$ cat config.mk
export PLATFORM = sky130hd
export DESIGN_NAME = subtractor_serial
export DESIGN_NICKNAME = d
export VERILOG_FILES = /design/src/rtl/subtractor_serial.sv
export SDC_FILE = /design/constraint.sdc
export NUM_CORES = 1
export LEC_CHECK = 0
export ABC_AREA = 1
export CORE_ASPECT_RATIO = 0.6
export CORE_MARGIN = 1.5
export CORE_UTILIZATION = 25
export DETAILED_ROUTE_END_ITERATION = 7
export DONT_BUFFER_PORTS = 1
export PLACE_DENSITY = 0.49
export SYNTH_ARGS = -nofsm -noshare
export SYNTH_HDL_FRONTEND = slang
export SYNTH_SLANG_ARGS = --single-unit
$ cat constraint.sdc
create_clock -name inClock -period 3.71 [get_ports inClock]
set_clock_uncertainty 0.05 [all_clocks]
set_input_delay 0.1855 -clock inClock [delete_from_list [all_inputs] [get_ports inClock]]
set_output_delay 0.1855 -clock inClock [all_outputs]
set_load 0.005 [all_outputs]
$ cat src/rtl/subtractor_serial.sv
// Bit-serial unsigned subtractor: diff = A - B - borrow_in, one bit per clock, LSB first.
// Latency: outDone pulses WIDTH clocks after the accepted start edge; one op per WIDTH+2 cycles.
// Backpressure: none; inStart is only sampled in IDLE and is ignored (not queued) while busy.
//
// Ports:
//   inClock, inResetN       rising-edge clock, asynchronous active-low reset
//   inStart                 start request, sampled in IDLE only
//   inA, inB, inBorrow      minuend, subtrahend, borrow-in (captured on accepted start)
//   outBusy                 high whenever the engine is not IDLE
//   outDone                 one-cycle pulse; outDiff/outBorrow are valid
//   outDiff, outBorrow      difference mod 2^WIDTH and borrow out of the MSB
module subtractor_serial #(
    parameter int WIDTH = 4
) (
    input  logic             inClock,
    input  logic             inResetN,
    input  logic             inStart,
    input  logic [WIDTH-1:0] inA,
    input  logic [WIDTH-1:0] inB,
    input  logic             inBorrow,
    output logic             outBusy,
    output logic             outDone,
    output logic [WIDTH-1:0] outDiff,
    output logic             outBorrow
);

    localparam int CW = $clog2(WIDTH);

    typedef enum logic [1:0] {
        IDLE = 2'd0,
        RUN  = 2'd1,
        DONE = 2'd2
    } state_t;

    state_t           state;
    state_t           state_nxt;

    logic [WIDTH-1:0] a_reg;
    logic [WIDTH-1:0] b_reg;
    logic [WIDTH-1:0] sh_reg;
    logic             br_reg;
    logic [CW-1:0]    cnt;

    logic             bit_a;
    logic             bit_b;
    logic             d_bit;
    logic             br_nxt;
    logic             last_bit;
    logic [WIDTH-1:0] sh_nxt;

    // One-bit full subtractor on the current bit position.
    always_comb begin
        bit_a    = a_reg[cnt];
        bit_b    = b_reg[cnt];
        d_bit    = bit_a ^ bit_b ^ br_reg;
        br_nxt   = (~bit_a & bit_b) | (~(bit_a ^ bit_b) & br_reg);
        last_bit = (cnt == CW'(WIDTH - 1));
        // Right shift: after WIDTH insertions at the MSB, bit 0 holds the LSB result.
        sh_nxt   = {d_bit, sh_reg[WIDTH-1:1]};
    end

    // State register.
    always_ff @(posedge inClock or negedge inResetN) begin
        if (!inResetN) begin
            state <= IDLE;
        end else begin
            state <= state_nxt;
        end
    end

    // Next-state logic.
    always_comb begin
        state_nxt = state;
        case (state)
            IDLE:    if (inStart)  state_nxt = RUN;
            RUN:     if (last_bit) state_nxt = DONE;
            DONE:    state_nxt = IDLE;
            default: state_nxt = IDLE;
        endcase
    end

    // Outputs decoded from state.
    always_comb begin
        outBusy = (state != IDLE);
        outDone = (state == DONE);
    end

    // Datapath: operand capture, serial shift, and result registers.
    // outDiff/outBorrow are only written on DONE entry so they hold across the next run.
    always_ff @(posedge inClock or negedge inResetN) begin
        if (!inResetN) begin
            a_reg     <= '0;
            b_reg     <= '0;
            sh_reg    <= '0;
            br_reg    <= 1'b0;
            cnt       <= '0;
            outDiff   <= '0;
            outBorrow <= 1'b0;
        end else begin
            case (state)
                IDLE: begin
                    if (inStart) begin
                        a_reg  <= inA;
                        b_reg  <= inB;
                        br_reg <= inBorrow;
                        cnt    <= '0;
                    end
                end
                RUN: begin
                    sh_reg <= sh_nxt;
                    br_reg <= br_nxt;
                    cnt    <= cnt + 1'b1;
                    if (last_bit) begin
                        outDiff   <= sh_nxt;
                        outBorrow <= br_nxt;
                    end
                end
                default: begin
                end
            endcase
        end
    end

endmodule

Word-level counts from Yosys, hierarchy flattened
Index checks and enable logic that the tools add are counted.
{"block": "totals", "ff_bits": 22, "inputBits": 12, "output_inout_bits": 7}
{"block": "op_classes", "add_sub_neg": 1, "n_lt_le_gt_ge": 1, "eq_ne": 5, "muxes": 11, "bitwise": 7, "reduce_logical": 7}
{"operator": "$pmux W2 S2", "n": 2}
{"operator": "$reduce_and A2 Y1", "n": 4}
{"operator": "$mux W2", "n": 3}
{"operator": "$bmux W1 S2", "n": 2}
{"operator": "$eq A2 B2 Y1 const B", "n": 2}
{"operator": "$ne A2 B2 Y1 const B", "n": 2}
{"operator": "$reduce_bool A2 Y1", "n": 2}
{"operator": "$lt A2 B3 Y1 const B", "n": 1}
{"operator": "$mux W1", "n": 3}
{"operator": "$add A2 B1 Y2 const B", "n": 1}
{"operator": "$and A1 B1 Y1", "n": 2}
{"operator": "$eq A2 B1 Y1 const B", "n": 1}
{"operator": "$logic_not A2 Y1", "n": 1}
{"operator": "$not A1 Y1", "n": 2}
{"operator": "$pmux W1 S2", "n": 1}
{"operator": "$xor A1 B1 Y1", "n": 2}
{"operator": "$or A1 B1 Y1", "n": 1}

Depth between registers and ports, before layout
{"block": "logic_depth", "ltp_word": 7, "mapped_depth": 10}

Worst setup path after synthesis
OpenSTA, ideal clock, no wires.
{"block": "synth_timing", "path_kind": "register to register", "start": "reg cnt[0]", "end": "reg sh_reg[3]", "arrival_time_ps": 1367, "slack_ps": 2167, "stages_incl_launch_ff": 9, "n_path_buf": 1, "synth_period_minus_slack_ps": 1543, "path_cell_list": "dfrtp_1 clkbuf_2 inv_1 nand2_1 nand3_1 nand2_1 fa_1 nand2_1 o21ai_0"}
{"block": "synth_between", "elab_chain_len": 4, "word_cells_on_any_way": 6, "cone_classes": "mux: 4; bitwise: 2"}
{"element": "from (decl)", "line_no": "42", "rtl": "logic [CW-1:0] cnt;"}
{"element": "from (signal assigned)", "line_no": "112", "rtl": "cnt <= cnt + 1'b1;"}
{"element": "$bmux W1 S2 (on tied branches)", "line_no": "53, 54"}
{"element": "$mux W1 (on tied branches)", "line_no": "53, 54"}
{"element": "$xor A1 B1 Y1 * (2 in a row)", "line_no": "55", "rtl": "d_bit = bit_a ^ bit_b ^ br_reg;"}
{"element": "named net d_bit", "line_no": "46", "rtl": "logic d_bit;"}
{"element": "to (signal assigned)", "line_no": "110", "rtl": "sh_reg <= sh_nxt;"}
{"element": "to (decl)", "line_no": "40", "rtl": "logic [WIDTH-1:0] sh_reg;"}
Mark *: on every way through the listed nets, which the timed path passes. The rest lies on a longest branch. The select of a mux whose other input is x is not followed.
A chain may end at the register's enable or synchronous reset.

Final worst setup path
Ends and elaborated chain as after synthesis.

==> results.md <==
- The layout overhead on the synthesized area is 9.652%.
- The via count of the first global-routing pass was a little under 700.
- In this run the worst setup path begins at cnt[0].
- The pre-antenna-repair detailed-routing pass consisted of 4 iterations.
- The net count of the finished layout is 130.
- Once layout is done, the placed cells without fillers occupy 0.001066 sq mm.
- Setup repair after global routing left no endpoint under its margin.
- The number of inserted filler cells in the final layout is 410.
- The fraction of final layout cells with drive strength greater than 1 is 8.696%.
- After floorplanning, the core was divided into 17 placement rows.
- The insertion delay of the later-clocked pin in the worst-skew pair is 0.26 ns.
- Walking the worst path, the cells encountered are inv_1, nand2_1, nand3_1, nand2_1, fa_1, nand2_1, o21ai_0.
- The worst path in the final design needs a cycle of 1.574 ns, including I/O delays and setup.
- On the critical path the largest part of the delay comes from adder cells.
- The sum of negative setup slack is 0 ns.
- The launch point of the worst reg-to-reg path is cnt[0].
- A synthesized cell averages between 8 and 9 sq um.
- The die covers 0.004284 sq mm.
- The routed layout has 681 vias.
- The count of different cell masters after synthesis is 17.
- In this design, the critical path's most frequently occurring cell is sky130_fd_sc_hd__nand2_1.
- The multi-input combinational cells in the finished layout cover a total of 382.9 sq um.
- The power per standard cell area is between 800 and 900 mW/mm^2.
- The filler-free cell count of the finished design is 162.
- The worst-case IR drop observed on VDD is 0.2028 mV.
- The count of final hold-check violations is 0.
- Data on the critical path arrives at its endpoint at around 1.7 ns.
- The worst setup path is launched from a flip-flop.
- The critical hold path startpoint is inA[2].
- STA puts the critical path data required time at ~3.8 ns.
- The worst-path cell with the longest stage delay is sky130_fd_sc_hd__fa_1.
- The clock edge transition at the registers on the reported setup and hold paths is ~0.08 ns.
- The total global-route track usage is 9.886%.
- The detail route stage leaves a number of antenna-violating nets equal to 0.
- The first global-routing pass estimated around 3300 microns of wire.
- Based on the critical path, the design can be clocked at up to 635.3 MHz.
- The post-route core utilization is just under 30%.
- The final-report max-slew violation count came to 0.
- Once placement finished, the instance area stood at 0.001010 sq mm.
- The Yosys step of the flow raised 0 warnings.
- The total of flip-flops plus latches after synthesis is 21.
- The internal power of the cells totals 0.5442 mW.
- The net count after synthesis is 127.
- For the pin with the worst max-slew slack, the measured transition is 0.9310 ns.
- The post-cts gate resize count is 0.
- The count of maximum capacitance violations is 0.
- In the final routed layout, each cell accounts on average for 11.62 microns.
- The clock passes through at most 2 buffers.
- The class of the most critical hold timing path is in2reg.
- The final critical-path share of the clock period is 42.43%.
- In this run the number of H-tree levels came out at 1.
- After the first detailed-routing iteration, the DRC count stood at 41.
- Net switching is 42.19% of the power.
- Once routing completed, OpenROAD measured the worst setup slack at 2.136 ns.
- The TritonCTS clock tree is built.
- The worst slack at placement is 2.148 ns.
- The minimum hold slack is 0.01721 ns.
- The cell count after synthesis came out at between 100 and 150.
- The sequential cells in the finished layout cover a total of 525.5 sq um.
- The final routed wirelength across all metal layers is around 1900 microns.
- The placeable core region is between 0.003 and 0.004 sq mm.
- Once placement completed, the tool counted placed cells totaling 157.
- In the routed layout, each cell is associated on average with a via count of 4.204.
- The worst setup path is captured at a flip-flop.
- The analysis attributes to net switching a power of 0.3971 mW.
- The classification of the worst setup path is reg2reg.
- Routability-driven placement finished with a final weighted congestion of 0.7443.
- The leakage power of the design is 0.5580 nW.
- Setup violations remaining at the end of the flow were counted as 0.
- The run finished with clean final reports.
- The total overflow left after global routing is 0.
- The combinational share of power is ~40%.
- The overall die width is 83.51 microns.
- The sum of internal, switching and leakage power is 0.9413 mW.
- The vertical extent of the die is 51.31 microns.
- On the worst path, the slowest cell contributes a delay of roughly 0.49 ns.
- The share of the Yosys chip area taken by registers is 54.05%.
- CTS saw 21 sinks.
- In this run, the clock network consumes 15.8% of the power.
- The quantity of I/O buffers inserted on ports is 0.
- The total clock buffers created by CTS is 3.
- The proportion of power drawn by flip-flops and latches is ~45%.
- The reg2reg setup slack is around 2.1 ns.
- The antenna diode count is 0.
- The number of primary I/O pins is 19.
- Entering global routing, the biggest net connects 22 pins.
- Headroom to the max-slew limit came out at between 30 and 40%.
- The starting density of the core is 26.27%.
- For this run, design rule violations remaining after detail routing come to 0.
- Together, buffers and inverters on the worst path number 1.
- The netlist area before placement is 972.2 sq um.
- The top fanout value on the critical path is 9.
- Clock tree synthesis selected as its root buffer the cell sky130_fd_sc_hd__clkbuf_8.
- The number of antenna violations at the first check in global routing came to 0.
- The post-detailed-placement half-perimeter wirelength is between 1000 and 1500 microns.
[logic make-up after synthesis]
group / after synthesis / synth area share (%)
AOI/OAI and AO/OA: 6 / 3.346
and+or+nand+nor: 71 / 32.69
DFF: 21 / 54.05
buffers and inverters: 13 / 6.563
adders and majority gates: 2 / 3.346
[final timing paths]
check	to	cells after the start
setup / recovery	sh_reg[3]	7
hold / removal	a_reg[2]	2
setup reg to reg	sh_reg[3]	7
hold reg to reg	outDiff[0]	2
max in group asynchronous	cnt[0]	1
min in group asynchronous	outDiff[2]	1
[cell type report]
type                            instances  area share, %
Multi-Input combinational cell         79          35.92
Clock inverter                          1         0.4695
Sequential cell                        21          49.30
Timing Repair Buffer                    1         0.9390
Clock buffer                            3          3.873
Inverter                               10          3.991
Tap cell                               47          5.516
[power by group through the flow]
stage	combinational (mW)	sequential (mW)	clock [mW]
6_report	0.372	0.420	0.149
5_1_grt	0.443	0.439	0.161
4_1_cts	0.379	0.424	0.154
3_5_place_dp	0.371	0.428	0
3_3_place_gp	0.364	0.427	0
2_1_floorplan	0.326	0.399	0
[cells in the mapped netlist]
| library cell | n | area, sq um |
|---|---|---|
| sky130_fd_sc_hd__buf_2 | 1 | 5.000 |
| sky130_fd_sc_hd__buf_6 | 1 | 11.26 |
| sky130_fd_sc_hd__clkbuf_2 | 1 | 5.000 |
| sky130_fd_sc_hd__dfrtp_1 | 21 | 525.5 |
| sky130_fd_sc_hd__fa_1 | 1 | 20.02 |
| sky130_fd_sc_hd__ha_1 | 1 | 12.51 |
| sky130_fd_sc_hd__inv_1 | 9 | 33.78 |
| sky130_fd_sc_hd__inv_6 | 1 | 8.760 |
| sky130_fd_sc_hd__nand2_1 | 53 | 198.9 |
| sky130_fd_sc_hd__nand2_2 | 1 | 6.260 |
| sky130_fd_sc_hd__nand2_4 | 2 | 22.52 |
| sky130_fd_sc_hd__nand3_1 | 12 | 60.06 |
| sky130_fd_sc_hd__nor2_1 | 1 | 3.750 |
| sky130_fd_sc_hd__nor2_2 | 1 | 6.260 |
| sky130_fd_sc_hd__nor2_8 | 1 | 20.02 |
| sky130_fd_sc_hd__o211ai_1 | 1 | 7.510 |
| sky130_fd_sc_hd__o21ai_0 | 5 | 25.02 |
[layer usage]
metal	track usage (%)	part of all wire (%)	vias to the layer above
met3	3.716	5.9	0
li1	-	-	357
met1	15.37	57	311
met2	12.74	37	13
met4	1.639	0	0
met5	0	0	-
[cells in the final DEF, fill, tap and decap left out, types with 2 or more instances in the layout]
cell,synthesis,final
sky130_fd_sc_hd__nand3_1,12,12
sky130_fd_sc_hd__inv_1,9,9
sky130_fd_sc_hd__o21ai_0,5,5
sky130_fd_sc_hd__nand2_4,2,2
sky130_fd_sc_hd__clkbuf_8,0,3
sky130_fd_sc_hd__dfrtp_1,21,21
sky130_fd_sc_hd__nand2_1,53,53
[repair_timing]
item | 4_1_cts | 5_1_grt
hold buffers | 1 | 0
endpoints found under the hold margin | 21 | 0
setup buffers | 0 | 0
Note: power is estimated with default switching activity, not from simulation.
